===== config.mk =====
export PLATFORM = sky130hd
export DESIGN_NAME = seq_control_unit
export DESIGN_NICKNAME = d
export VERILOG_FILES = /design/src/rtl/seq_control_unit.sv
export SDC_FILE = /design/constraint.sdc
export NUM_CORES = 1
export LEC_CHECK = 0
export CAP_MARGIN = 0
export CORE_ASPECT_RATIO = 0.9
export CORE_UTILIZATION = 34
export DETAILED_ROUTE_END_ITERATION = 8
export HOLD_SLACK_MARGIN = 0.08
export PLACE_DENSITY_LB_ADDON = 0.3
export SYNTH_ARGS = -nofsm -noshare
export SYNTH_HDL_FRONTEND = slang
export SYNTH_SLANG_ARGS = --single-unit

===== constraint.sdc =====
create_clock -name clk_i -period 2.2 [get_ports clk_i]
set_input_delay 0.44 -clock clk_i [delete_from_list [all_inputs] [get_ports clk_i]]
set_output_delay 0.44 -clock clk_i [all_outputs]
set_load 0.05 [all_outputs]

===== src/rtl/seq_control_unit.sv =====
`default_nettype none
//============================================================================
// Module   : seq_control_unit
// Purpose  : Multi-cycle sequencer for a small accumulator datapath. Walks
//            IDLE -> FETCH -> DECODE -> EX1..EX3 per instruction, issuing
//            the datapath strobes for each phase. HALT is entered on the
//            HALT opcode or on an illegal instruction, and is left again
//            when resume_i is asserted.
// Ports    : clk_i        - clock, rising edge
//            rst_i        - synchronous reset, active low
//            instr_i      - {opcode[3:0], operand[OPR_W-1:0]}
//            alu_sign_i   - ALU negative flag (JUMP_NEG condition)
//            alu_zero_i   - ALU zero flag (JUMP_ZERO condition)
//            mem_ready_i  - data memory ready (ends LOAD/STORE waits)
//            resume_i     - leave HALT
//            pc_en .. dm_write - single-bit datapath strobes
//            register_en  - [NREG+1-k] loads reg k, [1] ALU X, [0] ALU Y
//            MUX1_ctl     - [NREG-k] selects reg k, [0] selects ALU result
//            Jump_addr    - jump target (operand)
//            DM_addr      - data-memory address (operand)
//            halted_o     - high while in HALT
//            illegal_o    - sticky illegal-instruction flag
//            state_o      - current state code
// Revision : 1.0 - initial release
//============================================================================
module seq_control_unit #(
    parameter int OPR_W = 4,
    parameter int NREG  = 4
) (
    input  logic               clk_i,
    input  logic               rst_i,
    input  logic [OPR_W+3:0]   instr_i,
    input  logic               alu_sign_i,
    input  logic               alu_zero_i,
    input  logic               mem_ready_i,
    input  logic               resume_i,
    output logic               pc_en,
    output logic               im_read,
    output logic               ir_en,
    output logic               mux0_ctl,
    output logic               ou_read,
    output logic               ou_write,
    output logic               alu_add,
    output logic               alu_sub,
    output logic               dm_read,
    output logic               dm_write,
    output logic [NREG+1:0]    register_en,
    output logic [NREG:0]      MUX1_ctl,
    output logic [OPR_W-1:0]   Jump_addr,
    output logic [OPR_W-1:0]   DM_addr,
    output logic               halted_o,
    output logic               illegal_o,
    output logic [2:0]         state_o
);

    localparam int HALF = OPR_W / 2;

    localparam logic [3:0] c_OP_NOP       = 4'b0000;
    localparam logic [3:0] c_OP_LOAD_B    = 4'b0001;
    localparam logic [3:0] c_OP_LOAD_A    = 4'b0010;
    localparam logic [3:0] c_OP_STORE_A   = 4'b0100;
    localparam logic [3:0] c_OP_ADD       = 4'b1000;
    localparam logic [3:0] c_OP_SUB       = 4'b1001;
    localparam logic [3:0] c_OP_JUMP      = 4'b1100;
    localparam logic [3:0] c_OP_JUMP_NEG  = 4'b1101;
    localparam logic [3:0] c_OP_JUMP_ZERO = 4'b1110;
    localparam logic [3:0] c_OP_HALT      = 4'b1111;

    localparam logic [HALF:0] c_NREG = (HALF+1)'(NREG);

    typedef enum logic [2:0] {
        S_IDLE   = 3'd0,
        S_FETCH  = 3'd1,
        S_DECODE = 3'd2,
        S_EX1    = 3'd3,
        S_EX2    = 3'd4,
        S_EX3    = 3'd5,
        S_HALT   = 3'd6
    } state_t;

    state_t r_state;
    logic   r_illegal;

    // ------------------------------------------------------------------
    // Instruction decode (instr_i is held stable by the datapath's IR)
    // ------------------------------------------------------------------
    logic [3:0]       w_opcode;
    logic [OPR_W-1:0] w_operand;
    logic [HALF-1:0]  w_x;
    logic [HALF-1:0]  w_y;
    logic w_is_load_a, w_is_load_b, w_is_load, w_is_store;
    logic w_is_add, w_is_sub, w_is_arith, w_idx_ok;
    logic w_is_jump, w_is_jneg, w_is_jzero, w_is_nop, w_is_halt;
    logic w_known, w_illegal, w_take_jump;

    assign w_opcode  = instr_i[OPR_W+3:OPR_W];
    assign w_operand = instr_i[OPR_W-1:0];
    assign w_x       = w_operand[OPR_W-1:HALF];
    assign w_y       = w_operand[HALF-1:0];

    assign w_is_load_a = (w_opcode == c_OP_LOAD_A);
    assign w_is_load_b = (w_opcode == c_OP_LOAD_B);
    assign w_is_load   = w_is_load_a | w_is_load_b;
    assign w_is_store  = (w_opcode == c_OP_STORE_A);
    assign w_is_add    = (w_opcode == c_OP_ADD);
    assign w_is_sub    = (w_opcode == c_OP_SUB);
    assign w_is_jump   = (w_opcode == c_OP_JUMP);
    assign w_is_jneg   = (w_opcode == c_OP_JUMP_NEG);
    assign w_is_jzero  = (w_opcode == c_OP_JUMP_ZERO);
    assign w_is_nop    = (w_opcode == c_OP_NOP);
    assign w_is_halt   = (w_opcode == c_OP_HALT);

    // Register indices beyond the implemented file make ADD/SUB illegal,
    // so arithmetic strobes are only ever issued for a valid pair.
    assign w_idx_ok   = ({1'b0, w_x} < c_NREG) && ({1'b0, w_y} < c_NREG);
    assign w_is_arith = (w_is_add | w_is_sub) & w_idx_ok;

    assign w_known   = w_is_load | w_is_store | w_is_add | w_is_sub |
                       w_is_jump | w_is_jneg | w_is_jzero | w_is_nop | w_is_halt;
    assign w_illegal = ~w_known | ((w_is_add | w_is_sub) & ~w_idx_ok);

    assign w_take_jump = w_is_jump | (w_is_jneg & alu_sign_i) | (w_is_jzero & alu_zero_i);

    // One-hot MUX1 select for general register k
    function automatic logic [NREG:0] f_reg_sel(input logic [HALF-1:0] k);
        logic [NREG:0] sel;
        sel = '0;
        for (int i = 0; i < NREG; i++) begin
            if (32'(i) == 32'(k)) begin
                sel[NREG-i] = 1'b1;
            end
        end
        return sel;
    endfunction

    // ------------------------------------------------------------------
    // State register and sticky illegal flag
    // ------------------------------------------------------------------
    always_ff @(posedge clk_i) begin
        if (!rst_i) begin
            r_state   <= S_IDLE;
            r_illegal <= 1'b0;
        end else begin
            case (r_state)
                S_IDLE:   r_state <= S_FETCH;
                S_FETCH:  r_state <= S_DECODE;
                S_DECODE: r_state <= S_EX1;
                S_EX1: begin
                    if (w_illegal) begin
                        r_state   <= S_HALT;
                        r_illegal <= 1'b1;
                    end else if (w_is_halt) begin
                        r_state <= S_HALT;
                    end else if (w_is_load) begin
                        r_state <= mem_ready_i ? S_EX2 : S_EX1;
                    end else if (w_is_store | w_is_arith) begin
                        r_state <= S_EX2;
                    end else begin
                        r_state <= S_FETCH;
                    end
                end
                S_EX2: begin
                    if (w_is_arith) begin
                        r_state <= S_EX3;
                    end else if (w_is_store && !mem_ready_i) begin
                        r_state <= S_EX2;
                    end else begin
                        r_state <= S_FETCH;
                    end
                end
                S_EX3:   r_state <= S_FETCH;
                S_HALT:  r_state <= resume_i ? S_FETCH : S_HALT;
                default: r_state <= S_IDLE;
            endcase
        end
    end

    // ------------------------------------------------------------------
    // Strobes: decoded from state so nothing asserts outside its phase
    // ------------------------------------------------------------------
    always_comb begin
        pc_en       = 1'b0;
        im_read     = 1'b0;
        ir_en       = 1'b0;
        mux0_ctl    = 1'b0;
        ou_read     = 1'b0;
        ou_write    = 1'b0;
        alu_add     = 1'b0;
        alu_sub     = 1'b0;
        dm_read     = 1'b0;
        dm_write    = 1'b0;
        register_en = '0;
        MUX1_ctl    = '0;
        Jump_addr   = '0;
        DM_addr     = '0;
        halted_o    = 1'b0;
        case (r_state)
            S_FETCH: begin
                pc_en   = 1'b1;
                im_read = 1'b1;
            end
            S_DECODE: ir_en = 1'b1;
            S_EX1: begin
                if (w_is_load) begin
                    ou_read = 1'b1;
                    dm_read = 1'b1;
                    DM_addr = w_operand;
                end else if (w_is_store) begin
                    MUX1_ctl = f_reg_sel('0);
                end else if (w_is_arith) begin
                    MUX1_ctl       = f_reg_sel(w_x);
                    register_en[1] = 1'b1;
                end else if (w_take_jump) begin
                    pc_en     = 1'b1;
                    mux0_ctl  = 1'b1;
                    Jump_addr = w_operand;
                end
            end
            S_EX2: begin
                if (w_is_load) begin
                    ou_read = 1'b1;
                    dm_read = 1'b1;
                    DM_addr = w_operand;
                    // A is register 0, B is register 1
                    if (w_is_load_a) begin
                        register_en[NREG+1] = 1'b1;
                    end else begin
                        register_en[NREG] = 1'b1;
                    end
                end else if (w_is_store) begin
                    MUX1_ctl = f_reg_sel('0);
                    ou_write = 1'b1;
                    dm_write = 1'b1;
                    DM_addr  = w_operand;
                end else if (w_is_arith) begin
                    MUX1_ctl       = f_reg_sel(w_y);
                    register_en[0] = 1'b1;
                    alu_add        = w_is_add;
                    alu_sub        = w_is_sub;
                end
            end
            S_EX3: begin
                if (w_is_arith) begin
                    MUX1_ctl[0]         = 1'b1;
                    register_en[NREG+1] = 1'b1;
                end
            end
            S_HALT:  halted_o = 1'b1;
            default: ;
        endcase
    end

    assign illegal_o = r_illegal;
    assign state_o   = r_state;

endmodule
`default_nettype wire


==> results of run 1 <==
[cells by family after synthesis]
kind of cell	synth area share, %
XOR/XNOR	1.31
AO/OA/AOI/OAI	25.7
buffers and inverters	10.9
other	0.562
flip-flops	12.0
AND/OR/NAND/NOR	49.5
[through the flow]
step                setup WS (ns)  area [sq um]  utilization [%]
global placement           -0.442          1640             93.5
floorplan                  -0.403           823                -
detailed placement         -0.499          1640             93.5
==> run summary, run 1 <==
Status = aborted with a tool error
Fail Step = clock tree synthesis
Error msg = [ERROR DPL-0038] Utilization greater than 100%, impossible to legalize
FP Rows = 14
Total number of yosys warnings = 0
Number of synthesized flops with an enable pin = 0
Yosys top cell area share = 12.0%
Register area share after synthesis = 12.0%
Gp weighted congestion = 0.949
Initial core utilization = 38.1%
Inserted Clock Buffers = 3
Maximum level of the CTS H-tree = 1
Hold-fix buffer count after cts = 0
Most common cell in the synthesized netlist = and2_1
Netlist area before placement = 667 sq um
Count of state elements after synthesis = 4
Setup Buffers After CTS = 7
Clk Tree Root Cell = clkbuf_4
Commonest cells post-synth = 9 x and2_1, 8 x clkbuf_1, 8 x nand2_1
Horizontal die dimension = 48.7 microns
Number of gates resized after cts = 31
Async S/R FF share, synth = 0%
Number of placed cells counting well taps = 181
Number of buffers inserted by port buffering = 45
Most used flip-flop cell after synthesis = dfxtp_1
Maximum count of clock buffers along a single path = 2
Average cell area after synthesis = 6.60 sq um
Detailed-placement wirelength estimate = 2.82 mm
Die extent in y = 44.0 microns
Area leader, netlist = dfxtp_1
Leading cell types by total area after synthesis = dfxtp_1 12%, and2_1 8.4%, nor2b_1 4.7%
Number of top-level design ports = 48
Instance count of the mapped netlist = 101
TritonCTS sink count = 4
Unique cell type count in the Yosys netlist = 39
==> inputs of run 2 (changes only) <==
CORE_AREA = 2 2 63 65   (was not set)
CORE_ASPECT_RATIO = not set   (was 0.9)
CORE_UTILIZATION = not set   (was 34)
DIE_AREA = 0 0 65 67   (was not set)
HOLD_SLACK_MARGIN = not set   (was 0.08)
PLACE_DENSITY_LB_ADDON = 0.15   (was 0.3)
==> run summary, run 2 <==
Status = finished with violations
Failing checks = setup timing
Leakage power = 0.744 nW
Routed via count = 953
Initial core utilization = 18.5% (-20 points)
Source-to-sink clock delay at the later pin of the worst-skew pair = 0.21 ns
Most common library cell in the layout ignoring fill and taps = buf_4
Number of top-level design ports = 48 (unchanged)
Netlist area before placement = 667 sq um (unchanged)
Final min period = 2.36 ns
Number of synthesized flops with an enable pin = 0 (unchanged)
TritonCTS sink count = 4 (unchanged)
Maximum level of the CTS H-tree = 1 (unchanged)
Gr usage total = 13.5%
Average cell area after synthesis = 6.60 sq um (unchanged)
Total congestion overflow after global routing = 0
Unique cell type count in the Yosys netlist = 39 (unchanged)
Arrival time worst endpoint = 1.92 ns
FP Rows = 22 (+8)
Total number of yosys warnings = 0 (unchanged)
Antenna viol nets, final = 0
Largest family of logic cells by synthesized area = simple AND/OR/NAND/NOR gates
Kind of start point of the critical path = register
Global-route wire length before repair = 4.69 mm
P&R area growth vs syn = 178%
Compound-Gate Fraction of Synth Area = 25.7% (unchanged)
Final Skew = 0.00203 ns
Tcrit/Tclk final = 107%
Area occupied by registers = 88.8 sq um
R2r worst-path depth = 7
Antenna violations before repair = 0
Horizontal die dimension = 65 microns (+34%)
Core Box Area = 3610 sq um
Post-layout net count = 186
Instance count of the mapped netlist = 101 (unchanged)
Area leader, netlist = dfxtp_1
Worst R2R Setup Slack = 0.58 ns
Endpoint class of the critical path = output pin
Slew headroom = 66.8%
Routed wire length = 2.79 mm
Gp weighted congestion = 0.815 (-14%)
Worst Path Required = 1.76 ns
Yosys top cell area share = 12.0% (unchanged)
Number of flip-flops under the largest register name = 3
Worst Setup EP = DM_addr[3]
Crit Path Class = reg -> out
Critical Path Source = state_o[2]$_SDFF_PN0_
Share of cells above drive strength 1 = 59.4%
Final Max Tran Viols = 0
Detailed-placement wirelength estimate = 2.33 mm (-17%)
Number of fillers in the final layout = 361
Final Hold Vio Count = 0
Clock slew at reported path FFs = 0.03 ns
Commonest cells post-synth = 9 x and2_1, 8 x clkbuf_1, 8 x nand2_1
Summed area of non-filler cells in the final layout = 1850 sq um
Busiest layer in global routing = met2
Most frequent cells in the layout = 32 x buf_4, 25 x buf_12, 11 x clkdlybuf4s50_1
Met3 track demand over resource = 2.03%
Global routing met1 resource utilization = 15.9%
Tightest hold margin = 0.488 ns
Biggest fanout along the worst timing path = 4
Max IR drop VDD = 322 uV
Via-to-Cell Ratio = 4.37
Multiplexer fraction of the synthesized cell area = 0% (unchanged)
Hold crit path type = reg -> reg
Achievable clock frequency = 423 MHz
Die Outline Area = 4360 sq um
Synth Area in Simple Gates = 49.5% (unchanged)
Setup violators final = 8
Total cell area at the placement stage = 1710 sq um (+4.1%)
Worst r2r dst = state_o[2]$_SDFF_PN0_
Die extent in y = 67 microns (+52%)
Leading cell types by total area after synthesis = dfxtp_1 12%, and2_1 8.4%, nor2b_1 4.7%
Via count of the first global-routing pass = 991
Antenna fix cells = 0
Max capacitance violation total = 0
Critical register-to-register path startpoint = state_o[2]$_SDFF_PN0_
Maximum count of clock buffers along a single path = 2 (unchanged)
XOR/XNOR share of the synthesized area = 1.31% (unchanged)
Clk Tree Root Cell = clkbuf_8
Number of buffers inserted by port buffering = 45 (unchanged)
Count of state elements after synthesis = 4 (unchanged)
Number of iterations in the first detailed-routing pass = 4
Largest net degree at the start of global routing = 14
Met2 Resource Use GR = 25.9%
TritonCTS clock tree = built
Most used flip-flop cell after synthesis = dfxtp_1
Area share of fa/ha/maj cells after synthesis = 0% (unchanged)
Setup slack of the critical path after layout = -0.164 ns
Most common cell in the synthesized netlist = and2_1
Total power density per cell area = 270 nW/um^2
Drt first-iter violations = 14
Multi-input gate area = 712 sq um
Async S/R FF share, synth = 0% (unchanged)
WL per Instance = 12.8 microns
Transition at the pin with the smallest max-transition slack = 0.497 ns
Inserted Clock Buffers = 3 (unchanged)
Drc violations = 0
Register area share after synthesis = 12.0% (unchanged)
Unrepaired setup endpoints after global routing = yes
==> run 2: cell counts after synthesis <==
No cell type changed its count.
==> run 2: where the power goes <==
group          internal (mW)  leakage [nW]  switching [mW]  total, mW
combinational          0.119         0.687           0.153      0.272
sequential            0.0786        0.0345         0.00265     0.0813
clock                  0.116        0.0216          0.0315      0.148
total                  0.313         0.744           0.187      0.500
==> run 2: how the worst min path moves through the flow <==
stage | start | endpoint | slack [ns] | cells after the start
6_report | illegal_o$_SDFFE_PN0P_ | illegal_o$_SDFFE_PN0P_ | 0.49 | 2
2_1_floorplan | rst_i | state_o[0]$_SDFF_PN0_ | 0.55 | 2
3_5_place_dp | illegal_o$_SDFFE_PN0P_ | illegal_o$_SDFFE_PN0P_ | 0.49 | 2
3_3_place_gp | illegal_o$_SDFFE_PN0P_ | illegal_o$_SDFFE_PN0P_ | 0.48 | 2
5_1_grt | illegal_o$_SDFFE_PN0P_ | illegal_o$_SDFFE_PN0P_ | 0.56 | 2
4_1_cts | illegal_o$_SDFFE_PN0P_ | illegal_o$_SDFFE_PN0P_ | 0.50 | 2
==> run 2: final cells by class <==
cell class	instances	area share, %
Timing Repair Buffer	78	50.9
Multi-Input combinational cell	83	38.4
Sequential cell	4	4.79
Tap cell	48	3.24
Clock buffer	3	2.23
Inverter	2	0.405
==> run 2: cells by family after synthesis <==
| family | after synthesis |
|---|---|
| simple gates | 56 |
| compound gates | 24 |
| buf+inv | 15 |
| flops | 4 |
| xor+xnor | 1 |
| other cells | 1 |
==> run 2: through the flow <==
step | std cells | util (%) | worst slack, ns | TNS (ns) | total power [mW]
floorplan | 102 | - | -0.403 | -3.86 | 0.234
global placement | 210 | 47.3 | -0.417 | -6.32 | 0.342
detailed placement | 210 | 47.3 | -0.449 | -6.78 | 0.344
CTS | 218 | 51.0 | -0.232 | -1.34 | 0.506
global route | 218 | 51.4 | -0.241 | -1.89 | 0.529
finish | 218 | 51.4 | -0.164 | -0.979 | 0.500
==> run 2: worst max-delay path, cell delays in order (launching register included) <==
cell	delay [ns]
dfxtp_4	0.33
or3b_4	0.38
or4b_4	0.53
a21oi_4	0.17
and2_4	0.18
buf_12	0.13
==> run 2: layer usage <==
metal	up-vias	wire length, microns
li1	493	-
met4	0	0
met3	0	165
met5	-	0
met1	423	1220
met2	37	1400
==> run 2: timing repair <==
item                       in CTS  in global routing
setup endpoints to repair      25                 18
hold buffers                    0                  0
gates resized for setup        25                  5
pin swaps                      17                  8
buffers inserted                5                  1
Note: power is estimated with default switching activity, not from simulation.
==> inputs of run 3 (changes only) <==
PLACE_DENSITY_LB_ADDON = not set   (was 0.15)
==> run summary, run 3 (synthesis gave the netlist of run 2 again) <==
Status = finished with violations
Failing checks = setup timing
Source-to-sink clock delay at the later pin of the worst-skew pair = 0.22 ns (about the same)
Top cell family by delay on the critical path = simple AND/OR/NAND/NOR gates
Tightest hold margin = 0.555 ns (+0.0670 ns)
Via-to-Cell Ratio = 4.62 (+5.8%)
Worst Path Required = 1.76 ns (about the same)
Leakage power = 0.789 nW (+6.1%)
Kind of start point of the critical path = register
Drc violations = 0 (unchanged)
Endpoint class of the critical path = output pin
Final Skew = 0.00259 ns (+0.000564 ns)
Biggest cell delay along the critical path = 0.54 ns (about the same)
Number of buffers inserted by port buffering = 45 (unchanged)
Total congestion overflow after global routing = 0 (unchanged)
Initial core utilization = 18.5% (unchanged)
Maximum count of clock buffers along a single path = 2 (unchanged)
Routed wire length = 3.04 mm (+9.1%)
Number of fillers in the final layout = 331 (-8.3%)
Non-filler instance count after layout = 226 (+3.7%)
Die extent in y = 67 microns (unchanged)
Setup slack of the critical path after layout = -0.209 ns (-0.0445 ns)
Gp weighted congestion = 0.865 (+6.1%)
Hold crit path type = reg -> reg
Cell with the biggest individual delay on the critical path = or4b_4
Inserted Clock Buffers = 3 (unchanged)
Achievable clock frequency = 415 MHz (-1.8%)
Detailed-placement wirelength estimate = 2.34 mm (+0.49%)
Count of buffer and inverter cells on the critical path = 1 (unchanged)
TritonCTS sink count = 4 (unchanged)
Share of cells above drive strength 1 = 62.9% (+3.5 points)
Horizontal die dimension = 65 microns (unchanged)
Post-layout net count = 193 (+3.8%)
Unrepaired setup endpoints after global routing = yes
Number of flip-flops under the largest register name = 3 (unchanged)
Most common library cell in the layout ignoring fill and taps = buf_4
Final Hold Vio Count = 0 (unchanged)
Cell chain of the critical path = or3b_4 > or4b_4 > a21oi_4 > and2_4 > buf_12
Drt first-iter violations = 25 (+11)
FP Rows = 22 (unchanged)
Number of iterations in the first detailed-routing pass = 4 (unchanged)
Antenna violations before repair = 0 (unchanged)
Final Max Tran Viols = 0 (unchanged)
Arrival time worst endpoint = 1.97 ns (+0.05 ns)
P&R area growth vs syn = 191%
Tcrit/Tclk final = 109% (+2.0 points)
Number of top-level design ports = 48 (unchanged)
Setup TNS after final layout = -1.62 ns (-0.643 ns)
Gr usage total = 14.7% (+1.2 points)
Die Outline Area = 4360 sq um (unchanged)
Biggest fanout along the worst timing path = 4 (unchanged)
Core Box Area = 3610 sq um (unchanged)
Hold-fix buffer count after cts = 0 (unchanged)
Number of placed cells counting well taps = 211 (+0.48%)
Global-route wire length before repair = 5.05 mm (+7.6%)
Most frequent cells in the layout = 39 x buf_4, 25 x buf_12, 12 x clkdlybuf4s50_1
Final min period = 2.41 ns (+0.0445 ns)
Clock slew at reported path FFs = 0.03 ns (about the same)
Antenna fix cells = 0 (unchanged)
Slew headroom = 65.8% (-0.98 points)
WL per Instance = 13.5 microns (+5.3%)
Via count of the first global-routing pass = 1076 (+8.6%)
Maximum level of the CTS H-tree = 1 (unchanged)
Total power density per cell area = 275 nW/um^2 (+1.8%)
Max capacitance violation total = 0 (unchanged)
Transition at the pin with the smallest max-transition slack = 0.511 ns (+0.0146 ns)
Setup violators final = 15 (+7)
Routed via count = 1045 (+9.7%)
Clk Tree Root Cell = clkbuf_8
TritonCTS clock tree = built
Crit Path Class = reg -> out
Antenna viol nets, final = 0 (unchanged)
Largest net degree at the start of global routing = 14 (unchanged)
Max IR drop VDD = 392 uV (+22%)
run 3: cell count changes in the layout (fill, tap and decap cells not counted), sizes merged:
cell           previous run  this run
buf                      62        68
clkdlybuf4s50            11        12
dlymetal6s2s              0         1
dlygate4sd2               2         1
clkbuf                    4         6
clkdlybuf4s15             2         1
run 3: area by class of cell:
cell class / count / area (sq um) / area share, %
Timing Repair Buffer: 85 / 1000 / 51.6
Multi-Input combinational cell: 83 / 737 / 38.0
Clock buffer: 4 / 45.0 / 2.32
Sequential cell: 4 / 88.8 / 4.58
Tap cell: 48 / 60.1 / 3.10
Inverter: 2 / 7.51 / 0.387
run 3: final timing paths:
path                          start                     end  slack [ns]  depth (start not counted)
min          illegal_o$_SDFFE_PN0P_  illegal_o$_SDFFE_PN0P_        0.55                          2
max           state_o[1]$_SDFF_PN0_              DM_addr[0]       -0.21                          5
min reg2reg  illegal_o$_SDFFE_PN0P_  illegal_o$_SDFFE_PN0P_        0.55                          2
max reg2reg   state_o[2]$_SDFF_PN0_   state_o[2]$_SDFF_PN0_        0.63                          7
run 3: what timing repair did:
item / in CTS / in global routing
endpoints found under the hold margin: 0 / 0
gates resized for setup: 21 / 11
buffers inserted: 9 / 2
setup endpoints to repair: 25 / 20
pin swaps: 13 / 7
run 3: through the flow:
step	cell area, sq um	utilization (%)	setup slack (ns)	total power [mW]
floorplan	823	-	-0.403	0.234
global placement	1710	47.5	-0.416	0.341
detailed placement	1710	47.5	-0.475	0.345
CTS	1890	52.4	-0.240	0.530
global route	1940	53.7	-0.267	0.559
finish	1940	53.7	-0.209	0.533
run 3: tightest hold or removal path: stages, from the launching register on:
cell and delay [ns]:
dfxtp_1 0.34, a31oi_1 0.06, nor2b_1 0.11
run 3: report_power, final:
part / internal (mW) / leakage (nW) / total [mW] / switching [mW]
clock: 0.124 / 0.0228 / 0.163 / 0.0395
combinational: 0.127 / 0.731 / 0.288 / 0.161
sequential: 0.0785 / 0.0345 / 0.0812 / 0.00270
total: 0.330 / 0.789 / 0.533 / 0.203
run 3: metal layers:
metal  wire length (microns)  track usage [%]
met5                       0                0
met4                      10             3.99
met3                     162             1.69
met2                    1550             28.2
met1                    1320             17.0
==> inputs of run 4 (changes only) <==
clock period = 2.24 ns   (was 2.2 ns; I/O delays follow)
==> run summary, run 4 (synthesis gave the netlist of run 2 again) <==
Utilization after layout = 52.7% (-1.1 points)
Number of buffers inserted by port buffering = 45 (unchanged)
Largest net degree at the start of global routing = 14 (unchanged)
Achievable clock frequency = 414 MHz
Final Hold Vio Count = 0 (unchanged)
Number of flip-flops under the largest register name = 3 (unchanged)
Hold crit path type = reg -> reg
Final Skew = 0.00228 ns (-0.000316 ns)
Kind of start point of the critical path = register
Tcrit/Tclk final = 108%
Max IR drop VDD = 141 uV (-64%)
Routed via count = 1004 (-3.9%)
Total power density per cell area = 267 nW/um^2 (-2.7%)
Leakage power = 0.767 nW (-2.8%)
Arrival time worst endpoint = 1.97 ns (about the same)
Failing checks = setup timing
Max capacitance violation total = 0 (unchanged)
Source-to-sink clock delay at the later pin of the worst-skew pair = 0.22 ns (about the same)
Die extent in y = 67 microns (unchanged)
Final Max Tran Viols = 0 (unchanged)
Status = finished with violations
Worst R2R Setup Slack = 0.59 ns (-0.04 ns)
Clock slew at reported path FFs = 0.03 ns (about the same)
Share of cells above drive strength 1 = 58.7% (-4.2 points)
Antenna violations before repair = 0 (unchanged)
Worst setup timing slack at the placement stage = -0.332 ns (+0.143 ns)
Biggest fanout along the worst timing path = 4 (unchanged)
Number of iterations in the first detailed-routing pass = 4 (unchanged)
Maximum level of the CTS H-tree = 1 (unchanged)
Endpoint class of the critical path = output pin
Unrepaired setup endpoints after global routing = yes
Most common library cell in the layout ignoring fill and taps = buf_4
WL per Instance = 13.1 microns (-2.6%)
Die Outline Area = 4360 sq um (unchanged)
Tightest hold margin = 0.511 ns (-0.0438 ns)
Number of top-level design ports = 48 (unchanged)
Gr usage total = 13.6% (-1.1 points)
Non-filler instance count after layout = 220 (-2.7%)
Clk Tree Root Cell = clkbuf_8
Number of placed cells counting well taps = 211 (unchanged)
Via count of the first global-routing pass = 990 (-8.0%)
Inserted Clock Buffers = 3 (unchanged)
Setup violators final = 8 (-7)
Horizontal die dimension = 65 microns (unchanged)
Antenna viol nets, final = 0 (unchanged)
Core Box Area = 3610 sq um (unchanged)
Setup TNS after final layout = -1.04 ns (+0.583 ns)
Setup slack of the critical path after layout = -0.174 ns (+0.0352 ns)
Total congestion overflow after global routing = 0 (unchanged)
Worst Path Required = 1.79 ns (+0.03 ns)
Final min period = 2.41 ns
Post-layout net count = 188 (-2.6%)
Via-to-Cell Ratio = 4.56 (-1.3%)
Antenna fix cells = 0 (unchanged)
Most frequent cells in the layout = 30 x buf_4, 25 x buf_12, 12 x clkdlybuf4s50_1
Global-route wire length before repair = 4.59 mm (-9.1%)
Detailed-placement wirelength estimate = 2.31 mm (-1.5%)
Slew headroom = 66.5% (+0.72 points)
Maximum count of clock buffers along a single path = 2 (unchanged)
Gp weighted congestion = 0.898 (+3.8%)
Crit Path Class = reg -> out
TritonCTS clock tree = built
FP Rows = 22 (unchanged)
Drc violations = 0 (unchanged)
Initial core utilization = 18.5% (unchanged)
P&R area growth vs syn = 185%
Transition at the pin with the smallest max-transition slack = 0.501 ns (-0.0108 ns)
Routed wire length = 2.88 mm (-5.2%)
TritonCTS sink count = 4 (unchanged)
Drt first-iter violations = 47 (+88%)
[run 4: changes by cell type in the layout (fill, tap and decap cells not counted), sizes merged]
cell and change:
buf -5, dlymetal6s2s -1, dlygate4sd2 +1, clkdlybuf4s15 +1, clkbuf -2
[run 4: power by group]
part	leakage [nW]	total [mW]	internal, mW	switching (mW)
combinational	0.711	0.273	0.119	0.154
clock	0.0216	0.155	0.115	0.0402
sequential	0.0345	0.0797	0.0771	0.00252
[run 4: timing repair]
action | in CTS | in global routing
buffers inserted | 6 | 1
hold buffers | 0 | 0
gates resized for setup | 13 | 10
pin swaps | 10 | 4
setup endpoints to repair | 25 | 20
cloned | 0 | 0
[run 4: cell type report]
cell class                      count  area (sq um)
Sequential cell                     4          88.8
Clock buffer                        3          41.3
Multi-Input combinational cell     83           723
Timing Repair Buffer               80           978
Fill cell                         326          1710
Inverter                            2          7.51
Tap cell                           48          60.1
[run 4: stage by stage]
step	area, sq um	power (mW)
2_1_floorplan	875	0.235
3_3_place_gp	1760	0.340
3_5_place_dp	1760	0.343
4_1_cts	1870	0.504
5_1_grt	1900	0.534
6_report	1900	0.508
[run 4: path summary, 6_finish.rpt]
check | start | end | cells after the start
setup / recovery | state_o[1]$_SDFF_PN0_ | DM_addr[0] | 5
setup reg to reg | state_o[2]$_SDFF_PN0_ | state_o[2]$_SDFF_PN0_ | 8
hold reg to reg | illegal_o$_SDFFE_PN0P_ | illegal_o$_SDFFE_PN0P_ | 2
hold / removal | illegal_o$_SDFFE_PN0P_ | illegal_o$_SDFFE_PN0P_ | 2
[run 4: worst max-delay path: stages, from the launching register on]
cell and delay, ns:
dfxtp_4 0.33, or3b_4 0.41, or4b_4 0.50, a21oi_4 0.19, and2_4 0.18, buf_12 0.13
[run 4: layer usage]
metal / global-route usage (%) / share of wire (%) / up-vias
met1: 17.8 / 43 / 471
met2: 22.7 / 51 / 30
li1: - / - / 501
met5: 0 / 0 / -
met4: 5.32 / 0.90 / 0
met3: 1.35 / 4.7 / 2
